## src/rtl/seq_det_pkg.sv

```systemverilog
// Shared constants and helpers for the serial pattern detector and for other
// saturating counters in this codebase.
package seq_det_pkg;

    localparam int         MAX_PAT_W       = 16;
    localparam logic [2:0] DEFAULT_PATTERN = 3'b110;

    // Adds one to value and stops at all-ones for the given width (1..32).
    function automatic logic [31:0] sat_inc(input logic [31:0] value, input int width);
        logic [31:0] max_val;
        max_val = (width >= 32) ? 32'hFFFF_FFFF : ((32'd1 << width) - 32'd1);
        return (value >= max_val) ? max_val : value + 32'd1;
    endfunction

endpackage

```

## src/rtl/seq_detector_param_sat_counter.sv

```systemverilog
// Saturating event counter. A clear that arrives together with an increment
// loads 1, so the coincident event still gets counted.
module sat_counter
    import seq_det_pkg::*;
#(
    parameter int CNT_W = 8
) (
    input  logic             clk,
    input  logic             RESET,
    input  logic             inc,
    input  logic             clr,
    output logic [CNT_W-1:0] count,
    output logic             sat
);

    always_ff @(posedge clk) begin
        if (RESET) begin
            count <= '0;
        end else if (clr) begin
            count <= inc ? CNT_W'(1) : '0;
        end else if (inc) begin
            count <= CNT_W'(sat_inc(32'(count), CNT_W));
        end
    end

    assign sat = &count;

endmodule

```

## src/rtl/seq_detector_param.sv

```systemverilog
// Serial bit-pattern detector with selectable overlap, Mealy or registered
// match flag, input-enable qualifier and a saturating match counter.
module seq_detector_param
    import seq_det_pkg::*;
#(
    parameter int PAT_W   = 3,
    parameter     PATTERN = DEFAULT_PATTERN,
    parameter int OVERLAP = 1,
    parameter int REG_OUT = 0,
    parameter int CNT_W   = 8
) (
    input  logic             clk,
    input  logic             RESET,
    input  logic             X,
    input  logic             en,
    input  logic             clear_cnt,
    output logic             Z,
    output logic [CNT_W-1:0] match_cnt,
    output logic             cnt_sat
);

    if (PAT_W < 2 || PAT_W > MAX_PAT_W || $bits(PATTERN) != PAT_W
        || CNT_W < 1 || CNT_W > 32) begin : g_bad_cfg
        $error("seq_detector_param: PATTERN width must equal PAT_W (2..16), CNT_W 1..32");
    end

    localparam int               FW       = $clog2(PAT_W);
    localparam logic [FW-1:0]    FILL_MAX = FW'(PAT_W - 1);
    localparam logic [PAT_W-1:0] PAT_VAL  = PATTERN;

    logic [PAT_W-2:0] hist;
    logic [FW-1:0]    fill;
    logic [PAT_W-1:0] window;
    logic             hit;

    assign window = {hist, X};
    assign hit    = en && (fill == FILL_MAX) && (window == PAT_VAL);

    always_ff @(posedge clk) begin
        if (RESET) begin
            hist <= '0;
            fill <= '0;
        end else if (en) begin
            hist <= window[PAT_W-2:0];
            // Non-overlap restarts empty so the matched bits cannot be reused.
            if (hit && OVERLAP == 0) begin
                fill <= '0;
            end else if (fill != FILL_MAX) begin
                fill <= fill + FW'(1);
            end
        end
    end

    if (REG_OUT != 0) begin : g_reg_out
        logic z_q;
        always_ff @(posedge clk) begin
            if (RESET) begin
                z_q <= 1'b0;
            end else begin
                z_q <= hit;
            end
        end
        assign Z = z_q;
    end else begin : g_mealy_out
        assign Z = hit & ~RESET;
    end

    sat_counter #(
        .CNT_W(CNT_W)
    ) u_cnt (
        .clk  (clk),
        .RESET(RESET),
        .inc  (hit),
        .clr  (clear_cnt),
        .count(match_cnt),
        .sat  (cnt_sat)
    );

endmodule
```

## config.mk

```make
export PLATFORM = sky130hd
export DESIGN_NAME = seq_detector_param
export DESIGN_NICKNAME = d
export VERILOG_FILES = /design/src/rtl/seq_det_pkg.sv /design/src/rtl/seq_detector_param_sat_counter.sv /design/src/rtl/seq_detector_param.sv
export SDC_FILE = /design/constraint.sdc
export NUM_CORES = 1
export LEC_CHECK = 0
export BUFFER_PORTS_ARGS = -buffer_cell sky130_fd_sc_hd__buf_2
export CORE_AREA = 2 2 47 49
export DETAILED_ROUTE_END_ITERATION = 8
export DIE_AREA = 0 0 49 51
export GPL_ROUTABILITY_DRIVEN = 0
export HOLD_SLACK_MARGIN = 0.08
export SLEW_MARGIN = 30
export SYNTH_ARGS = -nofsm -noshare
export SYNTH_HDL_FRONTEND = slang
export SYNTH_SLANG_ARGS = --single-unit
export TNS_END_PERCENT = 20
```

## constraint.sdc

```tcl
create_clock -name clk -period 3.3 [get_ports clk]
set_input_delay 0.495 -clock clk [delete_from_list [all_inputs] [get_ports clk]]
set_output_delay 0.495 -clock clk [all_outputs]
set_load 0.03 [all_outputs]
```

**Word level (Yosys, flattened, before mapping)**

Index checks and enable logic that the tools add are counted.

- Output and inout bits: 10
- Logic and storage cells: 20
- Register bits after elaboration: 12

- $lt $le $gt $ge: 1
- Reduce and logical (&&, ||, !) cells: 5
- Bitwise logic cells: 2
- Muxes and demuxes: 4
- Equal/unequal tests: 3
- $add $sub $neg: 2

Operators with widths:

| operator | number |
|---|---|
| 8-bit 2-to-1 mux | 3 |
| 8-bit by 1-bit adder with 8-bit output, second input constant | 1 |
| 8-bit greater-or-equal comparator, second input constant | 1 |
| 8-bit AND reduction | 1 |
| 3-bit == test, second input constant | 1 |
| 2-bit by 1-bit adder with 2-bit output, second input constant | 1 |
| 2-bit == test, second input constant | 1 |
| 1-bit logical AND | 2 |
| 2-bit inequality test, second input constant | 1 |
| 2-bit AND reduction | 1 |
| 2-bit nonzero test | 1 |
| 1-bit AND | 1 |
| 1-bit 2-to-1 mux | 1 |
| 1-bit NOT | 1 |

**Logic depth before layout (Yosys ltp)**

- Depth in word-level cells: 5
- Gate-level depth with buffers: 6
- Mapped depth without buffers: 6

**Modules after synthesis**

Synthesis repeated with hierarchy kept, for this count alone.

- Cell total of the unflattened synthesis: 66
- Area total of the unflattened synthesis: 623.1 sq um

Modules (own cells, without submodules):

| module | cells each | area an instance (sq um) | seq. area each (sq um) | times used |
|---|---|---|---|---|
| sat_counter | 45 | 402.9 | 160.2 | 1 |
| seq_detector_param | 21 | 220.2 | 80.1 | 1 |

**Worst setup path after synthesis**

No wires, ideal clock.

- Path kind: in2out
- Start point: in X
- End point: out Z
- Arrival: 1.396 ns
- Buffers on the path: 0
- Setup slack: 1.409 ns
- Required time: 2.805 ns
- Stages: 3
- Path through: nand2b_1 or2_4 nor2_1

- Cells in the longest elaborated chain, start to end: 3

RTL lines:

| element | RTL line | RTL |
|---|---|---|
| start, declared | seq_detector_param.sv:14 | `input logic X,` |
| 3-bit == test | seq_detector_param.sv:37 | `assign hit = en && (fill == FILL_MAX) && (window == PAT_VAL);` |
| 1-bit logical AND | seq_detector_param.sv:37 |  |
| 1-bit AND | seq_detector_param.sv:65 | `assign Z = hit & ~RESET;` |
| end, declared | seq_detector_param.sv:17 | `output logic Z,` |

No other way between the ends.

**Final worst setup path**

- Start point: reg u_cnt.count[0]
- End point: out cnt_sat

- Cells in the longest elaborated chain, start to end: 1

RTL lines:

| element | RTL line | RTL |
|---|---|---|
| start, declared | seq_detector_param_sat_counter.sv:12 | `output logic [CNT_W-1:0] count,` |
| start signal, assigned | seq_detector_param_sat_counter.sv:20 | `count <= inc ? CNT_W'(1) : '0;` |
| start signal, assigned | seq_detector_param_sat_counter.sv:22 | `count <= CNT_W'(sat_inc(32'(count), CNT_W));` |
| 8-bit AND reduction | seq_detector_param_sat_counter.sv:26 | `assign sat = &count;` |
| end, declared | seq_detector_param.sv:19 | `output logic cnt_sat` |

No other way between the ends.

==> summary.txt <==
Finish
  • Share of cells above drive strength 1: 0.3253
  • Antenna cell count: 0
  • Final design utilization: 0.3614
  • Most frequent cells in the layout: 14 x buf_2, 12 x dfxtp_1, 8 x nor2_1
  • Nets: 91
  • Most common cell after layout, fill and taps aside: buf_2
  • Post-route non-filler standard cell count: around 110
  • Area Overhead vs Synth: 22.63%
  • Fin area: about 750 um^2

Yosys
  • Seq/Total Area, Yosys: 0.3951
  • Syn Inst Count: 66
  • Yosys top cell by area: dfxtp_1
  • Synth cell types: 28
  • #FFs+latches synth: 12
  • Synth Net Count: between 70 and 80
  • Cell Area, Synth: just over 600 um^2
  • Synth area leaders: dfxtp_1 40%, nor2_4 5.6%, a21oi_1 4.9%, a211oi_1 4.9%, nor2_1 4.9%
  • Share of the synthesized area in the top cell type: 0.3951
  • Synth Warn #: 0
  • Syn Area/Cell: a little over 9 um^2

Timing
  • Worst slew pin tran: around 0.25 ns
  • Max_slew headroom: 0.8328
  • Minimum clock period: 2.067 ns
  • Final WS setup: around 1.2 ns
  • Fin. max-slew vios: 0
  • Setup Viol. Count Final: 0
  • Fmax: between 0.4 and 0.5 GHz
  • Worst clock skew: 0.005888 ns
  • Setup Total Neg Slack: 0 ns
  • Worst Hold Slack: approximately 0.46 ns
  • Final Hold Fails: 0
  • Unrepaired setup endpoints after global routing: no
  • Tcrit/Tclk final: 0.6263

Placed design
  • DP HPWL: 932.8 um
  • Pre-CTS setup slack: approximately 1.4 ns
  • Placed Cells incl. Taps: approximately 110
  • PortBufs: 14
  • Placed instance area: a little over 700 um^2

Power
  • Power Density: around 400 mW/mm^2
  • Worst vdd ir: 0.2657 mV
  • Tot Pwr: just under 0.3 mW
  • Leakage: ~0.29 nW

Global route
  • GR peak layer: met1
  • Vias in the first global route: around 470
  • GRT met1 Usage: 0.1544
  • Met2 usage: 0.1507
  • Total GRT Usage: 0.1089
  • GRT overflow: 0
  • Wire length of the first global-routing pass: about 2.1 mm
  • Initial antenna violation count: 0
  • Largest net degree at the start of global routing: 9
  • Met3 usage: 0.02632

Route
  • Final WL: between 1 and 1.5 mm
  • 1st-pass router iterations: 5
  • DRC violations left: 0
  • Per-cell routed wire length: 11.05 um
  • Routed vias: around 570
  • Via-per-instance ratio: ~5.1
  • Post-DRT Antenna Nets: 0
  • DR iter-0 viols: 22

Setup path
  • CP endpoint kind: primary output
  • CP Max Fanout: 7
  • Required time worst endpoint: between 2 and 3 ns
  • Startpoint Class: flip-flop
  • Crit-path leading delay family: flip-flops
  • CP cell instances: ha_1 -> nand3_2 -> nor2_4 -> buf_2
  • CP max-delay cell: dfxtp_1
  • Worst path arrival time: approximately 1.6 ns
  • Number of buffer and inverter stages on the critical path: 1
  • CP Class: reg -> out
  • Critical Path Max Stage Delay: roughly 0.46 ns

Clock network
  • Clock slew at reported path FFs: around 0.08 ns
  • Num CTS Buffers: 3
  • # resized after CTS: 0
  • Clock sinks: 12
  • CTS root buf: clkbuf_4
  • CTS tree: done
  • H-tree lvl count: 1
  • Clock Latency Late Sink: approximately 0.27 ns
  • Post-CTS Setup Inserts: 0
  • Longest Clk Path Bufs: 2
  • CTS Hold Bufs: 0

Die
  • Area of the core: about 0.0021 mm^2
  • # IOs: 15
  • Die ar.: around 0.0025 mm^2
  • Row cnt: 17
  • Die Y: roughly 51 um
  • Die width: a little under 50 um
  • Initial Utilization: 0.2947

Outcome
  • Status: finished, final reports clean

Flow run
  • Max cap viols: 0

Worst hold path
  • Tightest Hold Check Type: in -> reg
-- area by class of cell --
| cell class | instances | area [um^2] |
|---|---|---|
| inverters | 4 | 15.01 |
| clock buffers | 4 | 36.28 |
| flip-flops and latches | 12 | 240.2 |
| repair buffers | 14 | 70.07 |
| multi-input cells | 49 | 349.1 |
| fillers | 227 | 1318 |
| well taps | 28 | 35.03 |
-- where the power goes --
group          leakage [nW]  internal [mW]  switching [mW]  total, mW
clock network        0.0210         0.0670          0.0499      0.117
logic                 0.173        0.00974          0.0117     0.0214
registers            0.0974          0.149         0.00301      0.152
total                 0.291          0.226          0.0645      0.291
-- logic make-up (layout without fill, tap and decap cells) --
| family | after synthesis | in the layout | synth area share |
|---|---|---|---|
| AOI/OAI and AO/OA | 17 | 17 | 0.2017 |
| xor gates and xnor gates | 1 | 1 | 0.01441 |
| adders and majority gates | 2 | 2 | 0.04115 |
| buffers and inverters | 5 | 22 | 0.03085 |
| DFF | 12 | 12 | 0.3951 |
| muxes | 2 | 2 | 0.03292 |
| and+or+nand+nor | 27 | 27 | 0.2840 |
-- state kept, by name, indices dropped and copies added, names as in the netlist --
signal / cells
fill: 2
hist: 2
u_cnt.count: 8
-- layer usage --
layer | routed length, um | share of wire
met5 | 0 | 0
met2 | 555 | 0.45
met3 | 92 | 0.075
met1 | 577 | 0.47
met4 | 0 | 0
-- tightest hold or removal path, cell delays in order --
cell	delay, ns
buf_2	0.08
mux2i_1	0.06
nor2_1	0.07
-- path summary, 6_finish.rpt --
check	startpoint	end	slack, ns	cells after the start
setup / recovery	u_cnt.count[0]$_SDFFE_PP0P_	cnt_sat	1.23	4
setup reg to reg	u_cnt.count[0]$_SDFFE_PP0P_	u_cnt.count[0]$_SDFFE_PP0P_	1.81	5
hold / removal	X	hist[0]$_SDFFE_PP0P_	0.46	3
hold reg to reg	fill[1]$_SDFFE_PP0P_	fill[1]$_SDFFE_PP0P_	0.50	2
-- Yosys cell counts --
library cell  count
dfxtp_1          12
nor2_1            8
a21oi_1           6
a211oi_1          4
inv_1             4
nand3_1           3
nor2_4            3
a311oi_1          2
ha_1              2
mux2i_1           2
nand3_2           2
nand4_1           2
a311oi_2          1
a41oi_1           1
and3_1            1
clkbuf_1          1
nand2_1           1
nand2b_1          1
nor2b_1           1
nor3_1            1
nor4_1            1
nor4_2            1
o211a_1           1
o21ai_0           1
o22ai_1           1
or2_2             1
or2_4             1
xnor2_1           1
Note: power is estimated with default switching activity, not from simulation.
